## config.mk

```make
export PLATFORM = sky130hd
export DESIGN_NAME = alarm_controller_flat
export DESIGN_NICKNAME = d
export VERILOG_FILES = /design/src/rtl/alarm_controller_if.sv /design/src/rtl/alarm_controller.sv /design/src/flat_wrapper.sv
export SDC_FILE = /design/constraint.sdc
export NUM_CORES = 1
export LEC_CHECK = 0
export BUFFER_PORTS_ARGS = -buffer_cell sky130_fd_sc_hd__buf_2
export CAP_MARGIN = 20
export CELL_PAD_IN_SITES_DETAIL_PLACEMENT = 0
export CELL_PAD_IN_SITES_GLOBAL_PLACEMENT = 1
export CORE_ASPECT_RATIO = 0.7
export CORE_UTILIZATION = 45
export CTS_CLUSTER_SIZE = 10
export DETAILED_ROUTE_END_ITERATION = 8
export PLACE_DENSITY = 0.75
export SYNTH_ARGS = -nofsm -noshare
export SYNTH_HDL_FRONTEND = slang
export SYNTH_SLANG_ARGS = --single-unit
```

## constraint.sdc

```tcl
create_clock -name clock -period 2.53 [get_ports clock]
set_clock_uncertainty 0.15 [all_clocks]
set_input_delay 0.3795 -clock clock [delete_from_list [all_inputs] [get_ports clock]]
set_output_delay 0.3795 -clock clock [all_outputs]
set_load 0.05 [all_outputs]
```

## src/rtl/alarm_controller_if.sv

```systemverilog
// Sensor/actuator bundle between the anti-theft controller and the vehicle.
// The master side supplies the debounced switch inputs; the slave side
// (the controller) returns the armed, siren and status LED indications.
interface alarm_controller_if;
    logic ignition;
    logic door_driver;
    logic door_pass;
    logic armed;
    logic siren;
    logic status_led;

    modport master (
        output ignition,
        output door_driver,
        output door_pass,
        input  armed,
        input  siren,
        input  status_led
    );

    modport slave (
        input  ignition,
        input  door_driver,
        input  door_pass,
        output armed,
        output siren,
        output status_led
    );
endinterface

```

## src/rtl/alarm_controller.sv

```systemverilog
// Arming/alarm state machine of the anti-theft system.
// Contains a one-second tick prescaler and a countdown timer. The timer is
// loaded on entry to a timed state and decremented on each tick; a state
// exits on the edge where tick is high and the timer reads 1.
module alarm_controller #(
    parameter int TICK_DIV    = 100,
    parameter int T_ARM       = 6,
    parameter int T_DRIVER    = 8,
    parameter int T_PASSENGER = 15,
    parameter int T_ALARM     = 10,
    parameter int CNT_W       = 4
) (
    input logic                clock,
    input logic                reset,
    alarm_controller_if.slave  bus_if
);

    localparam int PW = (TICK_DIV > 2) ? $clog2(TICK_DIV) : 1;

    typedef enum logic [2:0] {
        S_DISARMED   = 3'd0,
        S_WAIT_OPEN  = 3'd1,
        S_WAIT_CLOSE = 3'd2,
        S_ARMING     = 3'd3,
        S_ARMED      = 3'd4,
        S_TRIGGERED  = 3'd5,
        S_ALARM      = 3'd6
    } state_t;

    state_t            state_q;
    state_t            state_d;
    logic [PW-1:0]     presc_q;
    logic [PW-1:0]     presc_d;
    logic [CNT_W-1:0]  timer_q;
    logic [CNT_W-1:0]  timer_d;
    logic              led_q;
    logic              led_d;

    logic              tick_s;
    logic              expire_s;
    logic              door_open_s;
    logic              entering_s;
    logic              timed_next_s;
    logic              alarm_hold_s;
    logic              armed_s;
    logic              siren_s;

    assign tick_s       = (presc_q == PW'(TICK_DIV - 1));
    assign expire_s     = tick_s && (timer_q == CNT_W'(1));
    assign door_open_s  = bus_if.door_driver || bus_if.door_pass;
    assign entering_s   = (state_d != state_q);
    assign timed_next_s = (state_d == S_ARMING) || (state_d == S_ARMED) ||
                          (state_d == S_TRIGGERED) || (state_d == S_ALARM);
    // An open door during ALARM keeps the siren countdown pinned at full length.
    assign alarm_hold_s = (state_q == S_ALARM) && (state_d == S_ALARM) && door_open_s;

    // State, prescaler, timer and LED registers with asynchronous reset.
    always_ff @(posedge clock or posedge reset) begin
        if (reset) begin
            state_q <= S_DISARMED;
            presc_q <= {PW{1'b0}};
            timer_q <= {CNT_W{1'b0}};
            led_q   <= 1'b0;
        end else begin
            state_q <= state_d;
            presc_q <= presc_d;
            timer_q <= timer_d;
            led_q   <= led_d;
        end
    end

    // Next-state logic; ignition overrides every door and timer event.
    always_comb begin
        state_d = state_q;
        if (bus_if.ignition) begin
            state_d = S_DISARMED;
        end else begin
            case (state_q)
                S_DISARMED: state_d = S_WAIT_OPEN;
                S_WAIT_OPEN: begin
                    if (bus_if.door_driver) state_d = S_WAIT_CLOSE;
                    else                    state_d = state_q;
                end
                S_WAIT_CLOSE: begin
                    if (!bus_if.door_driver) state_d = S_ARMING;
                    else                     state_d = state_q;
                end
                S_ARMING: begin
                    if (door_open_s)   state_d = S_WAIT_CLOSE;
                    else if (expire_s) state_d = S_ARMED;
                    else               state_d = state_q;
                end
                S_ARMED: begin
                    if (door_open_s) state_d = S_TRIGGERED;
                    else             state_d = state_q;
                end
                S_TRIGGERED: begin
                    if (expire_s) state_d = S_ALARM;
                    else          state_d = state_q;
                end
                S_ALARM: begin
                    if (door_open_s)   state_d = state_q;
                    else if (expire_s) state_d = S_ARMED;
                    else               state_d = state_q;
                end
                default: state_d = S_DISARMED;
            endcase
        end
    end

    // Prescaler, timer and LED next values derived from the transition taken.
    always_comb begin
        presc_d = tick_s ? {PW{1'b0}} : presc_q + PW'(1);
        timer_d = timer_q;
        led_d   = 1'b0;

        if ((entering_s && timed_next_s) || alarm_hold_s) begin
            presc_d = {PW{1'b0}};
        end else begin
            presc_d = tick_s ? {PW{1'b0}} : presc_q + PW'(1);
        end

        if (entering_s) begin
            case (state_d)
                S_ARMING:    timer_d = CNT_W'(T_ARM);
                S_TRIGGERED: timer_d = bus_if.door_driver ? CNT_W'(T_DRIVER)
                                                          : CNT_W'(T_PASSENGER);
                S_ALARM:     timer_d = CNT_W'(T_ALARM);
                default:     timer_d = {CNT_W{1'b0}};
            endcase
        end else if (alarm_hold_s) begin
            timer_d = CNT_W'(T_ALARM);
        end else if (tick_s && (timer_q != {CNT_W{1'b0}})) begin
            timer_d = timer_q - CNT_W'(1);
        end else begin
            timer_d = timer_q;
        end

        case (state_d)
            S_ARMED: begin
                if (entering_s)  led_d = 1'b1;
                else if (tick_s) led_d = ~led_q;
                else             led_d = led_q;
            end
            S_TRIGGERED: led_d = 1'b1;
            S_ALARM:     led_d = 1'b1;
            default:     led_d = 1'b0;
        endcase
    end

    // Moore output decode from the state register.
    always_comb begin
        armed_s = 1'b0;
        siren_s = 1'b0;
        case (state_q)
            S_ARMED:     armed_s = 1'b1;
            S_TRIGGERED: armed_s = 1'b1;
            S_ALARM: begin
                armed_s = 1'b1;
                siren_s = 1'b1;
            end
            default: begin
                armed_s = 1'b0;
                siren_s = 1'b0;
            end
        endcase
    end

    assign bus_if.armed      = armed_s;
    assign bus_if.siren      = siren_s;
    assign bus_if.status_led = led_q;

endmodule

```

## src/flat_wrapper.sv

```systemverilog
// flat-port wrapper written by rule: the top's interface ports become plain ports
module alarm_controller_flat 
#(
    parameter int TICK_DIV    = 100,
    parameter int T_ARM       = 6,
    parameter int T_DRIVER    = 8,
    parameter int T_PASSENGER = 15,
    parameter int T_ALARM     = 10,
    parameter int CNT_W       = 4
)
  (clock, reset, bus_if_ignition, bus_if_door_driver, bus_if_door_pass, bus_if_armed, bus_if_siren, bus_if_status_led);
  alarm_controller_if bus_if_i ();
  input logic clock;
  input logic reset;
  input wire logic [$bits(bus_if_i.ignition)-1:0] bus_if_ignition;
  input wire logic [$bits(bus_if_i.door_driver)-1:0] bus_if_door_driver;
  input wire logic [$bits(bus_if_i.door_pass)-1:0] bus_if_door_pass;
  output wire logic [$bits(bus_if_i.armed)-1:0] bus_if_armed;
  output wire logic [$bits(bus_if_i.siren)-1:0] bus_if_siren;
  output wire logic [$bits(bus_if_i.status_led)-1:0] bus_if_status_led;
  assign bus_if_i.ignition = bus_if_ignition;
  assign bus_if_i.door_driver = bus_if_door_driver;
  assign bus_if_i.door_pass = bus_if_door_pass;
  assign bus_if_armed = bus_if_i.armed;
  assign bus_if_siren = bus_if_i.siren;
  assign bus_if_status_led = bus_if_i.status_led;
  alarm_controller #(.TICK_DIV(TICK_DIV), .T_ARM(T_ARM), .T_DRIVER(T_DRIVER), .T_PASSENGER(T_PASSENGER), .T_ALARM(T_ALARM), .CNT_W(CNT_W)) u_core (.clock(clock), .reset(reset), .bus_if(bus_if_i));
endmodule
```

==> impl_metrics.tcl <==
set metrics [dict create \
    dp_hpwl_um 1770 \
    viasPerCell 5.53 \
    min_path_type "input pin to register" \
    cp_cell_sequence "inv_2 -> ha_1 -> or3b_4 -> nor4_4 -> buf_6 -> a221oi_2 -> a21oi_4 -> buf_4 -> nor3_1 -> a31o_2" \
    drt-wirelength-per-cell_um 14.5 \
    htree_levels 1 \
    cts_sinks 15 \
    max-cap-violations 0 \
    insertion_delay_ns 0.29 \
    leakage_nw 0.545 \
    fin_crit_ns 2.42 \
    n_fill_cell 202 \
    ys_ff_latch 15 \
    crit_path_max_fanout 6 \
    ant_nets 0 \
    path_clk_slew_ns 0.10 \
    setup_viol 0 \
    synth_flop_cell "dfrtp_1" \
    multi_input_area_um2 699 \
    core_um2 2260 \
    grt_pass1_vias 859 \
    outcome "finished clean" \
    maxSlewHeadroom 0.614 \
    wirelength_um 2420 \
    finalMaxSlewViolations 0 \
    min_delay_path_depth 2 \
    seq_area_um2 375 \
    yosysTopAreaCell "dfrtp_1" \
    firstDrtPassIters 4 \
    slowest_stage "dfrtp_1" \
    path_class "register to register" \
    hp-start "bus_if_ignition" \
    grt_pass1_wl_um 4160 \
    cp-start-kind "register" \
    p_total_uw 722 \
    setup_slack_ns 0.114 \
    numPortBuffers 7 \
    rr_worst_depth 10 \
    synth_edf_count 0 \
    pre_cts_ws_ns -0.0588 \
    final_cell_mix "15 x dfrtp_1, 11 x nand2_1, 11 x nor3_1, 10 x nor2_1, 9 x inv_1" \
    worst_ep_required_time_ns 2.57 \
    area_growth_pct 10.6 \
    path_buf_inv 3 \
    io_pins 8 \
    syn_nets 132 \
    postSynthAreaPerCell_um2 9.19 \
    max_freq_ghz 0.414 \
    synthTopCellsByArea "dfrtp_1 33%, nor3_1 4.8%, xnor2_1 4.6%" \
    antennaDiodeCount 0 \
    vdd.ir_drop.worst_mv 0.460 \
    dieHeight_um 44.1 \
    nets 144 \
    drt_iter0_drc 41 \
    clock_path_buffers 2 \
    ys_seq_area_frac 0.329 \
    hold_end "u_core.state_q[0]" \
    tns_ns 0 \
    grt_overflow 0 \
    gp_congestion 0.871 \
    cts-root-buf "clkbuf_4" \
    crit_family "simple AND/OR/NAND/NOR gates" \
    ys_warn_count 0 \
    mostFrequentLayoutCell "dfrtp_1" \
    row_count 14 \
    rr_endpoint "u_core.timer_q[2]" \
    grt_max_degree 16 \
    async_flop_share 1.00 \
    synthCells 124 \
    end_kind "register" \
    r2r_setup_slack_ns 0.11 \
    synth_cell_types 49 \
    power_density_nw_per_um2 573 \
    grt.total_usage 0.199 \
    initial_utilization 0.504 \
    syn-cell-area_um2 1140 \
    route.detailed.drc 0 \
    cts_tree "done" \
    synth.top_cell.area_share 0.329 \
    drive_above_1_share 0.281 \
    finalHoldViolCount 0 \
    r2r_start "u_core.timer_q[1]" \
    die-area_um2 2740 \
    worstPathArrival_ns 2.46 \
    tightestPinTransition_ns 0.578 \
    die_w_um 62.2 \
    cts_buffers 3 \
    fin_crit_sh 0.955 \
    vias 924 \
    cpPeakStageDelay_ns 0.41 \
    antenna_found_initial 0 \
]
-- worst register-to-register path: cells and delay by family, from the launching register on --
kind	cells	cell delay (ns)
compound gates	3	0.47
buf+inv	3	0.41
fa+ha+maj	1	0.14
flops	1	0.41
simple gates	3	0.73
-- state kept, by name, summed over array words and instances (netlist names) --
signal                    flops
u_core.timer_q                4
u_core.state_q                3
u_core.presc_q                7
u_core.bus_if.status_led      1
-- report_power, final --
part / switching [mW] / total, mW / internal (mW)
clock: 0.0855 / 0.146 / 0.0602
combinational: 0.115 / 0.230 / 0.115
sequential: 0.0564 / 0.347 / 0.291
total: 0.257 / 0.722 / 0.466
-- per-layer routing --
metal | share of wire | routed length [um] | global-route usage | vias to the layer above
met3 | 0.074 | 179 | 0.0670 | 0
li1 | - | - | - | 466
met5 | 0 | 0 | 0 | -
met1 | 0.56 | 1370 | 0.311 | 430
met4 | 0 | 0 | 0.0419 | 0
met2 | 0.36 | 875 | 0.259 | 28
-- Yosys cell counts (all sizes together), types with 2 or more instances --
master	number
a21oi	4
a221oi	2
a31o	2
and2b	2
and3	3
buf	2
clkbuf	3
dfrtp	15
ha	3
inv	10
nand2	11
nand3	3
nor2	11
nor3	12
nor3b	3
o21ai	2
o22ai	2
o31a	2
o31ai	3
or2	3
xnor2	6
xor2	2
-- what timing repair did --
action                                  in CTS  in global routing
hold buffers                                 1                  0
endpoints found under the setup margin       7                 10
hold endpoints to repair                    15                  0
resized for setup                            1                  4
setup buffers                                0                  4
pin swaps                                    0                  2
-- worst max-delay path by stage --
stage	from	end	slack, ns	cells after the start
final	u_core.timer_q[1]	u_core.timer_q[2]	0.11	10
after global routing	u_core.timer_q[1]	u_core.presc_q[6]	-0.00004	9
after CTS	u_core.timer_q[1]	u_core.presc_q[4]	0.002	8
after global placement	u_core.timer_q[1]	u_core.presc_q[3]	-0.07	8
after floorplan	u_core.timer_q[1]	u_core.presc_q[2]	0.32	8
after detailed placement	u_core.timer_q[1]	u_core.presc_q[4]	-0.06	8
-- through the flow --
step,std cells,instance area [um2],util,hold slack (ns)
5_1_grt,167,1260,0.558,0.225
2_1_floorplan,124,1140,-,0.131
3_3_place_gp,158,1160,0.516,0.316
3_5_place_dp,158,1160,0.516,0.318
4_1_cts,163,1210,0.537,0.221
6_report,167,1260,0.558,0.237
-- logic make-up (layout without fill, tap and decap cells) --
kind of cell / Yosys count / after routing / synth area share
flip-flops: 15 / 15 / 0.329
multiplexers: 1 / 1 / 0.00878
AO/OA/AOI/OAI: 27 / 27 / 0.198
XOR/XNOR: 8 / 8 / 0.0615
AND/OR/NAND/NOR: 55 / 55 / 0.293
adder cells (fa/ha/maj): 3 / 3 / 0.0329
buffers and inverters: 15 / 26 / 0.0768
-- layout make-up --
class                           instances  area share
Multi-Input combinational cell         94       0.555
Sequential cell                        15       0.298
Timing Repair Buffer                   12      0.0625
Tap cell                               32      0.0317
Inverter                               10      0.0298
Clock buffer                            3      0.0179
Clock inverter                          1     0.00595
(Power assumes the default switching activity.)
